<file path="config.mk">
export PLATFORM = sky130hd
export DESIGN_NAME = mem_port_arbiter_flat
export DESIGN_NICKNAME = d
export VERILOG_FILES = /design/src/rtl/mem_port_arbiter_if.sv /design/src/rtl/mem_port_arbiter.sv /design/src/flat_wrapper.sv
export SDC_FILE = /design/constraint.sdc
export NUM_CORES = 1
export LEC_CHECK = 0
export CAP_MARGIN = 20
export CORE_AREA = 2 2 202 204
export DETAILED_ROUTE_END_ITERATION = 8
export DIE_AREA = 0 0 204 206
export PLACE_DENSITY = 0.64
export REMOVE_ABC_BUFFERS = 1
export SLEW_MARGIN = 20
export SYNTH_ARGS = -nofsm -noshare
export SYNTH_HDL_FRONTEND = slang
export SYNTH_SLANG_ARGS = --single-unit
</file>
<file path="constraint.sdc">
create_clock -name clk -period 1.65 [get_ports clk]
set_input_delay 0.33 -clock clk [delete_from_list [all_inputs] [get_ports clk]]
set_output_delay 0.33 -clock clk [all_outputs]
set_load 0.05 [all_outputs]
</file>
<file path="src/rtl/mem_port_arbiter_if.sv">
// Requester and memory-side signals of the shared memory port.
interface mem_port_arbiter_if #(
  parameter int WORDSIZE   = 64,
  parameter int ADDR_WIDTH = 64
);
  logic                  if_req;
  logic [ADDR_WIDTH-1:0] if_addr;
  logic                  if_ack;
  logic [WORDSIZE-1:0]   if_rdata;
  logic                  dm_req;
  logic                  dm_we;
  logic [ADDR_WIDTH-1:0] dm_addr;
  logic [WORDSIZE-1:0]   dm_wdata;
  logic                  dm_ack;
  logic [WORDSIZE-1:0]   dm_rdata;
  logic                  mem_en;
  logic                  mem_we;
  logic [ADDR_WIDTH-1:0] mem_addr;
  logic [WORDSIZE-1:0]   mem_wdata;
  logic [WORDSIZE-1:0]   mem_rdata;
  logic                  busy;
  logic                  grant;

  modport slave (
    input  if_req,
    input  if_addr,
    input  dm_req,
    input  dm_we,
    input  dm_addr,
    input  dm_wdata,
    input  mem_rdata,
    output if_ack,
    output if_rdata,
    output dm_ack,
    output dm_rdata,
    output mem_en,
    output mem_we,
    output mem_addr,
    output mem_wdata,
    output busy,
    output grant
  );

  modport master (
    output if_req,
    output if_addr,
    output dm_req,
    output dm_we,
    output dm_addr,
    output dm_wdata,
    output mem_rdata,
    input  if_ack,
    input  if_rdata,
    input  dm_ack,
    input  dm_rdata,
    input  mem_en,
    input  mem_we,
    input  mem_addr,
    input  mem_wdata,
    input  busy,
    input  grant
  );
endinterface

</file>
<file path="src/rtl/mem_port_arbiter.sv">
// Round-robin arbiter sharing one fixed-latency memory port
// between instruction fetch and load/store.
module mem_port_arbiter #(
  parameter int WORDSIZE    = 64,
  parameter int ADDR_WIDTH  = 64,
  parameter int MEM_LATENCY = 2
) (
  input  logic clk,
  input  logic rst_n,
  mem_port_arbiter_if.slave bus
);
  localparam int CW = $clog2(MEM_LATENCY + 1);

  typedef enum logic [1:0] {
    IDLE,
    ACCESS,
    RESP
  } state_t;

  state_t        state;
  logic [CW-1:0] cnt;
  logic          last_grant;
  logic          pick;
  logic          any_req;

  assign any_req  = bus.if_req | bus.dm_req;
  assign bus.busy = (state != IDLE);

  always_comb begin
    pick = 1'b0;
    unique case (1'b1)
      bus.if_req && bus.dm_req: pick = ~last_grant;
      !bus.if_req && bus.dm_req: pick = 1'b1;
      default: pick = 1'b0;
    endcase
  end

  // mem_* registers double as the latched request
  always_ff @(posedge clk or negedge rst_n) begin
    if (!rst_n) begin
      state         <= IDLE;
      cnt           <= '0;
      last_grant    <= 1'b1;
      bus.grant     <= 1'b0;
      bus.mem_en    <= 1'b0;
      bus.mem_we    <= 1'b0;
      bus.mem_addr  <= '0;
      bus.mem_wdata <= '0;
      bus.if_ack    <= 1'b0;
      bus.dm_ack    <= 1'b0;
      bus.if_rdata  <= '0;
      bus.dm_rdata  <= '0;
    end else begin
      bus.mem_en <= 1'b0;
      bus.if_ack <= 1'b0;
      bus.dm_ack <= 1'b0;
      unique case (state)
        IDLE: begin
          if (any_req) begin
            state         <= ACCESS;
            bus.grant     <= pick;
            last_grant    <= pick;
            cnt           <= CW'(MEM_LATENCY);
            bus.mem_en    <= 1'b1;
            bus.mem_we    <= pick & bus.dm_we;
            bus.mem_addr  <= pick ? bus.dm_addr
                                  : bus.if_addr;
            bus.mem_wdata <= pick ? bus.dm_wdata
                                  : '0;
          end
        end
        ACCESS: begin
          if (cnt == '0) begin
            state      <= RESP;
            bus.mem_we <= 1'b0;
            bus.if_ack <= ~bus.grant;
            bus.dm_ack <= bus.grant;
            if (!bus.mem_we) begin
              if (bus.grant)
                bus.dm_rdata <= bus.mem_rdata;
              else
                bus.if_rdata <= bus.mem_rdata;
            end
          end else begin
            cnt <= cnt - 1'b1;
          end
        end
        RESP: state <= IDLE;
        default: state <= IDLE;
      endcase
    end
  end
endmodule

</file>
<file path="src/flat_wrapper.sv">
// flat-port wrapper written by rule: the top's interface ports become plain ports
module mem_port_arbiter_flat 
#(
  parameter int WORDSIZE    = 64,
  parameter int ADDR_WIDTH  = 64,
  parameter int MEM_LATENCY = 2
)
  (clk, rst_n, bus_if_req, bus_if_addr, bus_dm_req, bus_dm_we, bus_dm_addr, bus_dm_wdata, bus_mem_rdata, bus_if_ack, bus_if_rdata, bus_dm_ack, bus_dm_rdata, bus_mem_en, bus_mem_we, bus_mem_addr, bus_mem_wdata, bus_busy, bus_grant);
  mem_port_arbiter_if #(.WORDSIZE(WORDSIZE), .ADDR_WIDTH(ADDR_WIDTH)) bus_i ();
  input  logic clk;
  input  logic rst_n;
  input wire logic [$bits(bus_i.if_req)-1:0] bus_if_req;
  input wire logic [$bits(bus_i.if_addr)-1:0] bus_if_addr;
  input wire logic [$bits(bus_i.dm_req)-1:0] bus_dm_req;
  input wire logic [$bits(bus_i.dm_we)-1:0] bus_dm_we;
  input wire logic [$bits(bus_i.dm_addr)-1:0] bus_dm_addr;
  input wire logic [$bits(bus_i.dm_wdata)-1:0] bus_dm_wdata;
  input wire logic [$bits(bus_i.mem_rdata)-1:0] bus_mem_rdata;
  output wire logic [$bits(bus_i.if_ack)-1:0] bus_if_ack;
  output wire logic [$bits(bus_i.if_rdata)-1:0] bus_if_rdata;
  output wire logic [$bits(bus_i.dm_ack)-1:0] bus_dm_ack;
  output wire logic [$bits(bus_i.dm_rdata)-1:0] bus_dm_rdata;
  output wire logic [$bits(bus_i.mem_en)-1:0] bus_mem_en;
  output wire logic [$bits(bus_i.mem_we)-1:0] bus_mem_we;
  output wire logic [$bits(bus_i.mem_addr)-1:0] bus_mem_addr;
  output wire logic [$bits(bus_i.mem_wdata)-1:0] bus_mem_wdata;
  output wire logic [$bits(bus_i.busy)-1:0] bus_busy;
  output wire logic [$bits(bus_i.grant)-1:0] bus_grant;
  assign bus_i.if_req = bus_if_req;
  assign bus_i.if_addr = bus_if_addr;
  assign bus_i.dm_req = bus_dm_req;
  assign bus_i.dm_we = bus_dm_we;
  assign bus_i.dm_addr = bus_dm_addr;
  assign bus_i.dm_wdata = bus_dm_wdata;
  assign bus_i.mem_rdata = bus_mem_rdata;
  assign bus_if_ack = bus_i.if_ack;
  assign bus_if_rdata = bus_i.if_rdata;
  assign bus_dm_ack = bus_i.dm_ack;
  assign bus_dm_rdata = bus_i.dm_rdata;
  assign bus_mem_en = bus_i.mem_en;
  assign bus_mem_we = bus_i.mem_we;
  assign bus_mem_addr = bus_i.mem_addr;
  assign bus_mem_wdata = bus_i.mem_wdata;
  assign bus_busy = bus_i.busy;
  assign bus_grant = bus_i.grant;
  mem_port_arbiter #(.WORDSIZE(WORDSIZE), .ADDR_WIDTH(ADDR_WIDTH), .MEM_LATENCY(MEM_LATENCY)) u_core (.clk(clk), .rst_n(rst_n), .bus(bus_i));
endmodule
</file>
## Word-level counts from Yosys, hierarchy flattened

Index checks and enable logic that the tools add are counted.

- Muxes and demuxes: 18
- Bitwise logic cells: 5
- Reductions and logical operators: 13
- Equality and inequality tests: 4
- $add $sub $neg: 1

Operators with widths:

| kind | number |
|---|---|
| 64-bit 2-to-1 mux | 2 |
| 1-bit 2-to-1 mux | 8 |
| 2-bit 2-to-1 mux | 4 |
| 2-bit one-hot mux with 2 select lines | 2 |
| 4-bit AND reduction | 2 |
| 3-bit AND reduction | 2 |
| 2-bit logical NOT | 2 |
| 2-bit by 1-bit != test with 1-bit output (second input constant) | 2 |
| 1-bit one-hot mux with 2 select lines | 2 |
| 2-bit AND reduction | 2 |
| 2-bit nonzero test | 2 |
| 1-bit inverter | 3 |
| 2-bit by 1-bit equality test with 1-bit output (second input constant) | 1 |
| 1-bit logical AND | 2 |
| 2-bit != test (second input constant) | 1 |
| 2-bit by 1-bit subtractor with 2-bit output (second input constant) | 1 |
| 1-bit AND | 1 |
| 1-bit logical NOT | 1 |
| 1-bit bitwise OR | 1 |

- Logic and storage cells: 53
- Bits of input ports: 261
- Output and inout bits: 262
- Bits in registers: 266

## Logic depth before layout (Yosys ltp)

Gate-level depths: netlist of run 1.

- Word-level depth: 6
- Depth in mapped cells: 8
- Gate-level depth less buffers: 6

## Least setup slack after synthesis of run 1

No wires, ideal clock.

- Path type: flip-flop to flip-flop
- Start: reg u_core.state[0]
- End: reg u_core.bus.mem_addr[14]
- Path buffers: 3
- Library setup time: 0.125 ns
- Path slack: -0.166 ns
- Required time: 1.525 ns
- Arrival time: 1.690 ns
- Cell stages (with the launch flop): 8
- Path through: dfrtp_1 -> or2_4 -> or2_1 -> buf_6 -> clkinv_2 -> buf_12 -> buf_12 -> mux2_4

- Word-level cells in the longest chain between the ends: 2

Ends and longest elaborated chain:

| what | line | source |
|---|---|---|
| start: declaration | mem_port_arbiter.sv:20 | `state_t state;` |
| start signal: assignment | mem_port_arbiter.sv:41 | `state <= IDLE;` |
| start signal: assignment | mem_port_arbiter.sv:60 | `state <= ACCESS;` |
| start signal: assignment | mem_port_arbiter.sv:74 | `state <= RESP;` |
| 2-bit logical NOT | mem_port_arbiter.sv:57 | `unique case (state)` |
| 2-bit AND reduction (no source line) | n/a |  |
| end signal: assignment | mem_port_arbiter.sv:66 | `bus.mem_addr <= pick ? bus.dm_addr` |
| end: declaration | mem_port_arbiter_if.sv:38 | `output mem_addr,` |

Every way passes these cells.
A chain may end at the register's enable or synchronous reset.

## Worst setup path after layout of run 1

- Start: reg u_core.cnt[0]
- End: reg u_core.bus.dm_rdata[30]

- Word-level cells in the longest chain between the ends: 2

Ends and longest elaborated chain:

| what | line | source |
|---|---|---|
| start: declaration | mem_port_arbiter.sv:21 | `logic [CW-1:0] cnt;` |
| start signal: assignment | mem_port_arbiter.sv:63 | `cnt <= CW'(MEM_LATENCY);` |
| start signal: assignment | mem_port_arbiter.sv:85 | `cnt <= cnt - 1'b1;` |
| 2-bit logical NOT | mem_port_arbiter.sv:73 | `if (cnt == '0) begin` |
| 4-bit AND reduction (no source line) | n/a |  |
| end signal: assignment | mem_port_arbiter.sv:80 | `bus.dm_rdata <= bus.mem_rdata;` |
| end: declaration | mem_port_arbiter_if.sv:35 | `output dm_rdata,` |

Every way passes these cells.

==> summary.txt, run 1 <==
Share of cells above drive strength 1 - 53.0%
Critical Path End Type - register
Final worst slack - -0.235 ns
Top cells by area, synth - dfrtp_1 (61%), mux2_2 (21%), mux2_4 (6.8%)
Placed insts - 1717
Total Nets Final - 1531
RR Startpoint - u_core.cnt[0]
Post-DP Area - 16400 um^2
Row Count - 74
First drt pass iteration count - 4
#FFs+latches synth - 266
Vias per cell - 4.39
Area of the core - 40200 um^2
ANT cells - 0
GPL Wtd Cong - 0.862
Slew margin rel. - 72.7%
Finished Cell Area - 19000 um^2
Final Hold Fails - 0
Maximum level of the CTS H-tree - 1
Violation count after the first detailed-route iteration - 306
WP data required - 2.10 ns
Total CTS buffers - 29
Initial antenna violation count - 0
Final Skew - 0.00805 ns
Clk pwr share - 15.8%
WP data arrival - 2.33 ns
Vias in the first global route - 8333
Int Power - 24.5 mW
Crit path capture - u_core.bus.dm_rdata[30]
Commonest cells after routing, fill and taps aside - buf_4 (291), dfrtp_1 (265), clkdlybuf4s50_1 (259)
Post-synthesis instance total - 651
Failing checks - negative setup slack
Routed wire length - 38200 um
Gr usage total - 16.0%
Min Tclk post-route - 1.88 ns
Vias post-DR - 8001
Worst Max-Slew Pin Slew - 0.409 ns
DIE HEIGHT - 206 um
PD cells - 2350 nW/um^2
MaxCap Viol Count - 0
GR Overflow Total - 0
Port Buf Inserts - 522
Area share of the leading cell type in the synthesized netlist - 60.9%
Clock Tree Root - clkbuf_16
Worst R2R Path Depth - 10
Synth Cell Area - 10900 um^2
Syn avg cell area - 16.7 um^2
Total power draw - 44.7 mW
HP Class - input pin to asynchronous set/reset pin
IO Pins - 523
Die area - 42000 um^2
Finished Layout Cells - 1824
CTS Buffer Depth - 3
Leak - 8.94 nW
CTS tree - built
Final Slew Violations - 0
Tcrit/Tclk final - 114%
Synth cell types - 28
Most common cell after layout, fill and taps aside - buf_4
Startpoint types - register
Hold slack - 0.247 ns
Clock latency on the worst-skew pair - 0.56 ns
Clk sinks - 266
Largest net degree at the start of global routing - 46
Crit-path max FO - 4
Syn. warnings - 0
Die Span X - 204 um
Switch share - 45.2%
Worst IR Drop VDD - 0.00134 V
Final setup fails - 257
Area grow syn2layout - 74.3%
RSZ-0062 raised after global routing - true
First-pass GRT wire length - 51900 um
Status - finished with violations
Routed wire per std cell - 20.9 um
Seq pwr share - 25.4%
TNS Setup - -30.25 ns
Crit Reg-Reg Endpoint - u_core.bus.dm_rdata[30]
CP startpoint - u_core.cnt[0]
Starting Density - 27.1%
Fmax - 0.531 GHz
NetSw - 20.2 mW
Flop-to-flop setup slack - -0.23 ns
Synth area leader - dfrtp_1
Logic pwr share - 58.8%
Post-route ant nets - 0
Critical path class - register to register
Sequential fraction of the synthesis area - 61.2%
DP HPWL - 25800 um
DRC violations left - 0
CTS clk-pin slew, worst paths - 0.06 ns
## per-stage QoR
stage          utilization (%)  setup slack [ns]
3_5_place_dp              40.7            -0.515
6_report                  47.2            -0.235
5_1_grt                   47.2            -0.325
3_3_place_gp              40.7            -0.496
4_1_cts                   45.2            -0.241
2_1_floorplan                -             -3.24
## worst min path at each step
stage	start	cells past startpoint	end	slack, ns
final	rst_n	2	u_core.bus.dm_rdata[4]	0.25
after floorplan	rst_n	0	u_core.bus.dm_ack	0.03
after CTS	rst_n	2	u_core.bus.dm_rdata[4]	0.26
after global placement	rst_n	1	u_core.bus.dm_rdata[4]	0.27
after detailed placement	rst_n	1	u_core.bus.dm_rdata[4]	0.28
after global routing	rst_n	2	u_core.bus.dm_rdata[4]	0.28
## power by group through the flow
stage	clock network [mW]	logic [mW]	registers, mW
2_1_floorplan	0	5.31	21.5
3_3_place_gp	0	23.5	11.3
3_5_place_dp	0	23.7	11.4
4_1_cts	7.24	25.0	11.3
5_1_grt	7.52	27.2	11.7
6_report	7.06	26.2	11.4
## cells by family (layout without fill, tap and decap cells)
logic type / Yosys count / in the layout / synth area share (%)
AO/OA/AOI/OAI: 70 / 70 / 5.60
AND/OR/NAND/NOR: 10 / 10 / 0.678
multiplexers: 257 / 257 / 28.3
adder cells (fa/ha/maj): 1 / 1 / 0.115
flip-flops: 266 / 266 / 61.2
buffers and inverters: 47 / 688 / 4.16
## per-layer routing
layer | GRT usage [%] | vias up | wire, um
met2 | 28.1 | 323 | 19400
met4 | 5.18 | 0 | 934
li1 | - | 3613 | -
met5 | 0 | - | 0
met3 | 3.34 | 53 | 2550
met1 | 19.7 | 4012 | 15300
## worst max-delay path, stage by stage, from the launching register on
cell and delay (ns):
dfrtp_1 0.38, inv_1 0.07, ha_2 0.17, nand3b_1 0.12, inv_2 0.08, nand3b_1 0.12
buf_12 0.16, buf_8 0.13, buf_12 0.12, buf_16 0.13, mux2_4 0.29
## final cells by class
class | count | area, um^2
multi-input cells | 338 | 4240
clock buffers | 37 | 816
clock inverters | 17 | 231
repair inverters | 1 | 8.76
fillers | 3567 | 21200
repair buffers | 628 | 6310
flip-flops and latches | 266 | 6660
inverters | 5 | 31.3
well taps | 532 | 666
## synth_stat cells, drive strengths merged
master	count
inv	4
nor3	2
clkbuf	4
o21ai	1
buf	38
mux2i	1
mux2	256
nand3b	2
a22o	64
ha	1
clkinv	1
or3b	1
a21o	2
nor2	2
dfrtp	265
and2	1
dfstp	1
a21bo	1
a32o	1
or2	2
o22a	1
## sequential cells by signal, indices dropped and copies added, names as in the netlist
| name | cells |
|---|---|
| u_core.bus.dm_ack | 1 |
| u_core.bus.dm_rdata | 64 |
| u_core.bus.grant | 1 |
| u_core.bus.if_ack | 1 |
| u_core.bus.if_rdata | 64 |
| u_core.bus.mem_addr | 64 |
| u_core.bus.mem_en | 1 |
| u_core.bus.mem_wdata | 64 |
| u_core.bus.mem_we | 1 |
| u_core.cnt | 2 |
| u_core.last_grant | 1 |
| u_core.state | 2 |
## timing repair
action,CTS,global route
pin swaps,2,9
cloned,10,20
setup buffers,15,12
hold endpoints to repair,30,0
gates resized for setup,76,113
endpoints found under the setup margin,235,262
hold buffers,1,0
No activity file was read; power rests on OpenSTA's default activity.
==> run 2: changes to the inputs <==
--- a/config.mk
+++ b/config.mk
@@ -15,3 +15,4 @@
 export SYNTH_ARGS = -nofsm -noshare
 export SYNTH_HDL_FRONTEND = slang
 export SYNTH_SLANG_ARGS = --single-unit
+export TNS_END_PERCENT = 30
==> run 2 against run 1 <==
Effect of this change:
- critical path type unchanged
- sequential power barely moved
- core utilization is 0.98 points lower
- power fell by 2.0%
- largest power group unchanged
- the flow still finishes with violations (negative setup slack)
==> summary.txt, run 2 (synthesis results as in run 1) <==
Largest stage delay, worst path - 0.38 ns (about the same)
NetSw - 19.8 mW (was 20.2 mW)
Switch share - 45.3% (was 45.2%)
First drt pass iteration count - 4 (unchanged)
Worst IR Drop VDD - 0.00135 V (was 0.00134 V)
Slowest CP cell - dfrtp_1 (unchanged)
Fmax - 0.534 GHz (was 0.531 GHz)
Final worst slack - -0.222 ns (was -0.235 ns)
Post-DP Area - 16400 um^2 (unchanged)
Worst Max-Slew Pin Slew - 0.410 ns (was 0.409 ns)
WP data required - 2.10 ns (about the same)
DP HPWL - 25800 um (unchanged)
Violation count after the first detailed-route iteration - 259 (was 306)
Seq pwr share - 25.9% (was 25.4%)
Buf/Inv on CP - 4 (was 6)
Logic pwr share - 58.0% (was 58.8%)
PD cells - 2360 nW/um^2 (was 2350 nW/um^2)
WP data arrival - 2.32 ns (was 2.33 ns)
Total Nets Final - 1512 (was 1531)
Post-route ant nets - 0 (unchanged)
Critical path class - register to register (unchanged)
Starting Density - 27.1% (unchanged)
Clock latency on the worst-skew pair - 0.56 ns (about the same)
Die Span X - 204 um (unchanged)
Startpoint types - register (unchanged)
Share of cells above drive strength 1 - 52.3% (was 53.0%)
Gr usage total - 16.0% (unchanged)
IO Pins - 523 (unchanged)
Vias post-DR - 7882 (was 8001)
Int Power - 23.9 mW (was 24.5 mW)
CTS clk-pin slew, worst paths - 0.06 ns (about the same)
HP Class - input pin to asynchronous set/reset pin (unchanged)
First-pass GRT wire length - 51900 um (about the same)
Row Count - 74 (unchanged)
Failing checks - negative setup slack (unchanged)
Area of the core - 40200 um^2 (unchanged)
Crit-path max FO - 14 (was 4)
Largest net degree at the start of global routing - 46 (unchanged)
Leak - 8.73 nW (was 8.94 nW)
CP top delay family - buffers and inverters (unchanged)
Final Slew Violations - 0 (unchanged)
Most common cell after layout, fill and taps aside - buf_4 (unchanged)
Commonest cells after routing, fill and taps aside - buf_4 (288), dfrtp_1 (264), clkdlybuf4s50_1 (259) (was buf_4 (291), dfrtp_1 (265), clkdlybuf4s50_1 (259))
Port Buf Inserts - 522 (unchanged)
Vias in the first global route - 8296 (was 8333)
DIE HEIGHT - 206 um (unchanged)
ANT cells - 0 (unchanged)
Routed wire per std cell - 20.1 um (was 20.9 um)
Slew margin rel. - 72.7% (about the same)
Maximum level of the CTS H-tree - 1 (unchanged)
RSZ-0062 raised after global routing - true (unchanged)
Fill count - 3621 (was 3567)
Initial antenna violation count - 0 (unchanged)
Min Tclk post-route - 1.87 ns (was 1.88 ns)
Area grow syn2layout - 70.7% (was 74.3%)
Die area - 42000 um^2 (unchanged)
Worst-path cell chain - inv_1 > ha_2 > nand3b_1 > buf_4 > nor3_4 > buf_12 > buf_12 > mux2_2 (was inv_1 > ha_2 > nand3b_1 > inv_2 > nand3b_1 > buf_12 > buf_8 > buf_12 > buf_16 > mux2_4)
MaxCap Viol Count - 0 (unchanged)
Finished Cell Area - 18600 um^2 (was 19000 um^2)
Final Skew - 0.00985 ns (was 0.00805 ns)
Cell mode on critical path - buf_12
Routed wire length - 36300 um (was 38200 um)
Status - finished with violations (unchanged)
GPL Wtd Cong - 0.862 (unchanged)
Critical Path End Type - register (unchanged)
Tcrit/Tclk final - 113% (was 114%)
GR Overflow Total - 0 (unchanged)
Clk pwr share - 16.1% (was 15.8%)
Final Hold Fails - 0 (unchanged)
DRC violations left - 0 (unchanged)
Clock Tree Root - clkbuf_16 (unchanged)
TNS Setup - -27.90 ns (was -30.25 ns)
CTS Buffer Depth - 3 (unchanged)
Clk sinks - 266 (unchanged)
CTS tree - built (unchanged)
Total CTS buffers - 29 (unchanged)
Final setup fails - 211 (was 257)
Vias per cell - 4.37 (was 4.39)
run 2: through the flow:
step	setup slack, ns	hold WS [ns]	power (mW)	std cells	utilization, %
after floorplan	-3.24	0.0344	26.8	609	-
after global placement	-0.496	0.273	34.8	1717	40.7
after detailed placement	-0.515	0.278	35.0	1717	40.7
after CTS	-0.241	0.259	43.6	1795	45.2
after global routing	-0.321	0.283	45.5	1805	46.2
final	-0.222	0.248	43.8	1805	46.2
run 2: cell type report:
type                            instances  area, um^2  share of cell area (%)
Sequential cell                       266        6660                    35.9
Timing Repair Buffer                  610        5960                    32.1
Multi-Input combinational cell        338        4220                    22.7
Clock buffer                           37         816                    4.39
Tap cell                              532         666                    3.58
Clock inverter                         17         231                    1.25
Inverter                                5        31.3                   0.168
run 2: routing by layer:
metal	part of all wire, %	track usage (%)	vias to the layer above
li1	-	-	3575
met1	40	19.8	3960
met2	51	28.0	296
met3	6.6	3.34	51
met4	2.5	5.18	0
met5	0	0	-
run 2: what timing repair did:
item	CTS	global route
pin swaps	2	7
hold buffers	1	0
cloned	10	4
buffers inserted	14	6
endpoints found under the hold margin	30	0
endpoints found under the setup margin	235	262
gates resized for setup	77	87
run 2: path summary, 6_finish.rpt:
check	from	end	slack, ns	cells past startpoint
worst max-delay path	u_core.cnt[0]	u_core.bus.if_rdata[14]	-0.22	8
worst min-delay path	rst_n	u_core.bus.dm_rdata[4]	0.25	2
worst max register to register	u_core.cnt[0]	u_core.bus.if_rdata[14]	-0.22	8
worst min register to register	u_core.bus.if_rdata[62]	u_core.bus.if_rdata[62]	0.50	1
max in group asynchronous	rst_n	u_core.bus.dm_rdata[20]	0.73	3
min in group clk	bus_dm_wdata[40]	u_core.bus.mem_wdata[40]	0.36	2
run 2: power groups by stage:
stage / sequential, mW / combinational [mW] / clock (mW)
global placement: 11.3 / 23.5 / 0
CTS: 11.3 / 25.0 / 7.24
detailed placement: 11.4 / 23.7 / 0
floorplan: 21.5 / 5.31 / 0
finish: 11.4 / 25.4 / 7.04
global route: 11.7 / 26.3 / 7.51
==> run 3: changes to the inputs <==
--- a/config.mk
+++ b/config.mk
@@ -15,4 +15,4 @@
 export SYNTH_ARGS = -nofsm -noshare
 export SYNTH_HDL_FRONTEND = slang
 export SYNTH_SLANG_ARGS = --single-unit
-export TNS_END_PERCENT = 30
+export TNS_END_PERCENT = 10
==> run 3 against run 2 <==
Effect of this change:
- the run still ends with negative setup slack left
- sequential share of layout area rose by 1.3 points
- global-route usage fell by 0.30 points
- die area did not move
- sequential cell count did not move
- first-iteration DRC count fell by 2.3%
- power fell by 2.3%
- cell count fell by 0.94%
- clock power barely moved
- worst setup slack got worse by 0.0071 ns
- count of clock-buffer cells in the layout did not move
- non-clock buffer count fell by 17
- largest power group unchanged
==> summary.txt, run 3 (synthesis results as in run 1) <==
GPL Wtd Cong - 0.862 (unchanged)
Met1 Use GR - 19.4% (was 19.8%)
Tcrit/Tclk final - 114% (was 113%)
Die area - 42000 um^2 (unchanged)
Worst Max-Slew Pin Slew - 0.406 ns (was 0.410 ns)
Starting Density - 27.1% (unchanged)
Largest stage delay, worst path - 0.38 ns (about the same)
Dpl ws - -0.515 ns (unchanged)
Clk pwr share - 16.4% (was 16.1%)
IO Pins - 523 (unchanged)
Buf/Inv on CP - 4 (unchanged)
Port Buf Inserts - 522 (unchanged)
HP Class - input pin to asynchronous set/reset pin (unchanged)
Final Hold Fails - 0 (unchanged)
Vias post-DR - 7724 (was 7882)
Commonest cells after routing, fill and taps aside - buf_4 (289), dfrtp_1 (264), clkdlybuf4s50_1 (259) (was buf_4 (288), dfrtp_1 (264), clkdlybuf4s50_1 (259))
Failing checks - negative setup slack (unchanged)
Slew margin rel. - 72.9% (was 72.7%)
Status - finished with violations (unchanged)
RR Startpoint - u_core.cnt[0] (unchanged)
Die Span X - 204 um (unchanged)
Area grow syn2layout - 64.7% (was 70.7%)
Initial antenna violation count - 0 (unchanged)
Vias in the first global route - 8225 (was 8296)
Final worst slack - -0.230 ns (was -0.222 ns)
Share of cells above drive strength 1 - 51.7% (was 52.3%)
Gr usage total - 15.7% (was 16.0%)
First drt pass iteration count - 4 (unchanged)
Total Nets Final - 1495 (was 1512)
Seq pwr share - 26.5% (was 25.9%)
Crit-path max FO - 21 (was 14)
GR Overflow Total - 0 (unchanged)
Met2 global-route usage - 27.4% (was 28.0%)
CTS Buffer Depth - 3 (unchanged)
Total power draw - 42.8 mW (was 43.8 mW)
CTS tree - built (unchanged)
WP data required - 2.10 ns (about the same)
Worst-path cell chain - inv_1 > ha_2 > nand3b_1 > buf_4 > nor3_4 > buf_12 > buf_16 > mux2_2 (was inv_1 > ha_2 > nand3b_1 > buf_4 > nor3_4 > buf_12 > buf_12 > mux2_2)
Critical path class - register to register (unchanged)
NetSw - 19.5 mW (was 19.8 mW)
CTS clk-pin slew, worst paths - 0.06 ns (about the same)
Int Power - 23.2 mW (was 23.9 mW)
DIE HEIGHT - 206 um (unchanged)
Final setup fails - 195 (was 211)
Clock latency on the worst-skew pair - 0.56 ns (about the same)
CP startpoint - u_core.cnt[0] (unchanged)
Min Tclk post-route - 1.88 ns (was 1.87 ns)
Worst IR Drop VDD - 0.00141 V (was 0.00135 V)
Leak - 8.25 nW (was 8.73 nW)
Largest net degree at the start of global routing - 46 (unchanged)
Critical Path End Type - register (unchanged)
Routed wire per std cell - 19.5 um (was 20.1 um)
Slowest CP cell - dfrtp_1 (unchanged)
ANT cells - 0 (unchanged)
MaxCap Viol Count - 0 (unchanged)
Row Count - 74 (unchanged)
Clk sinks - 266 (unchanged)
Clock Tree Root - clkbuf_16 (unchanged)
RSZ-0062 raised after global routing - true (unchanged)
DRC violations left - 0 (unchanged)
PD cells - 2390 nW/um^2 (was 2360 nW/um^2)
Switch share - 45.7% (was 45.3%)
Routed wire length - 34900 um (was 36300 um)
Post-route ant nets - 0 (unchanged)
Final Slew Violations - 0 (unchanged)
DP HPWL - 25800 um (unchanged)
GRT Max-Usage Layer - met2 (unchanged)
Logic pwr share - 57.1% (was 58.0%)
TNS Setup - -25.74 ns (was -27.90 ns)
WP data arrival - 2.32 ns (about the same)
Total CTS buffers - 29 (unchanged)
Startpoint types - register (unchanged)
Area of the core - 40200 um^2 (unchanged)
Vias per cell - 4.32 (was 4.37)
Final Skew - 0.0115 ns (was 0.00985 ns)
Violation count after the first detailed-route iteration - 253 (was 259)
First-pass GRT wire length - 51100 um (was 51900 um)
Most common cell after layout, fill and taps aside - buf_4 (unchanged)
Fmax - 0.532 GHz (was 0.534 GHz)
CP top delay family - buffers and inverters (unchanged)
GR Util met3 - 3.34% (unchanged)
Maximum level of the CTS H-tree - 1 (unchanged)
## run 3: cell types whose count changed in the layout (fill, tap and decap cells not counted), sizes merged
cell | before | now
clkbuf | 41 | 37
buf | 346 | 333
## run 3: per-stage QoR
| step | cell area [um^2] | instances | hold WS (ns) | util [%] |
|---|---|---|---|---|
| after floorplan | 10500 | 609 | 0.0344 | - |
| after global placement | 16400 | 1717 | 0.273 | 40.7 |
| after detailed placement | 16400 | 1717 | 0.278 | 40.7 |
| after CTS | 17800 | 1787 | 0.259 | 44.4 |
| after global routing | 17900 | 1788 | 0.283 | 44.6 |
| final | 17900 | 1788 | 0.249 | 44.6 |
## run 3: metal layers
layer  vias up  wire, um
met5         -         0
met4         0       969
met3        53      2310
met2       290     17700
met1      3843     13900
li1       3538         -
## run 3: power by group through the flow
stage / logic, mW / registers, mW / clock network (mW)
after floorplan: 5.31 / 21.5 / 0
after detailed placement: 23.7 / 11.4 / 0
after global placement: 23.5 / 11.3 / 0
after global routing: 25.3 / 11.7 / 7.52
final: 24.4 / 11.3 / 7.03
after CTS: 24.5 / 11.3 / 7.24
## run 3: worst paths after layout
path                                                 end  slack (ns)  depth (start not counted)
worst max-delay path              u_core.bus.if_rdata[4]       -0.23                          8
worst min-delay path              u_core.bus.dm_rdata[4]        0.25                          2
worst max register to register    u_core.bus.if_rdata[4]       -0.23                          8
worst min register to register   u_core.bus.if_rdata[62]        0.50                          1
max in group asynchronous              u_core.bus.mem_we        0.73                          3
min in group clk                u_core.bus.mem_wdata[28]        0.36                          2
## run 3: cell type report
cell class	instances	area, um^2
inverter	5	23.8
sequential	266	6660
tap	532	666
timing repair buffer	593	5570
multi-input combinational	338	3960
clock buffer	37	816
clock inverter	17	231
fill	3686	22300
## run 3: what timing repair did
| item | CTS | global route |
|---|---|---|
| pin swaps | 2 | 15 |
| hold buffers | 1 | 0 |
| resized for setup | 49 | 29 |
| setup endpoints to repair | 235 | 262 |
| setup buffers | 10 | 1 |
| endpoints found under the hold margin | 30 | 0 |
| cloned | 5 | 0 |
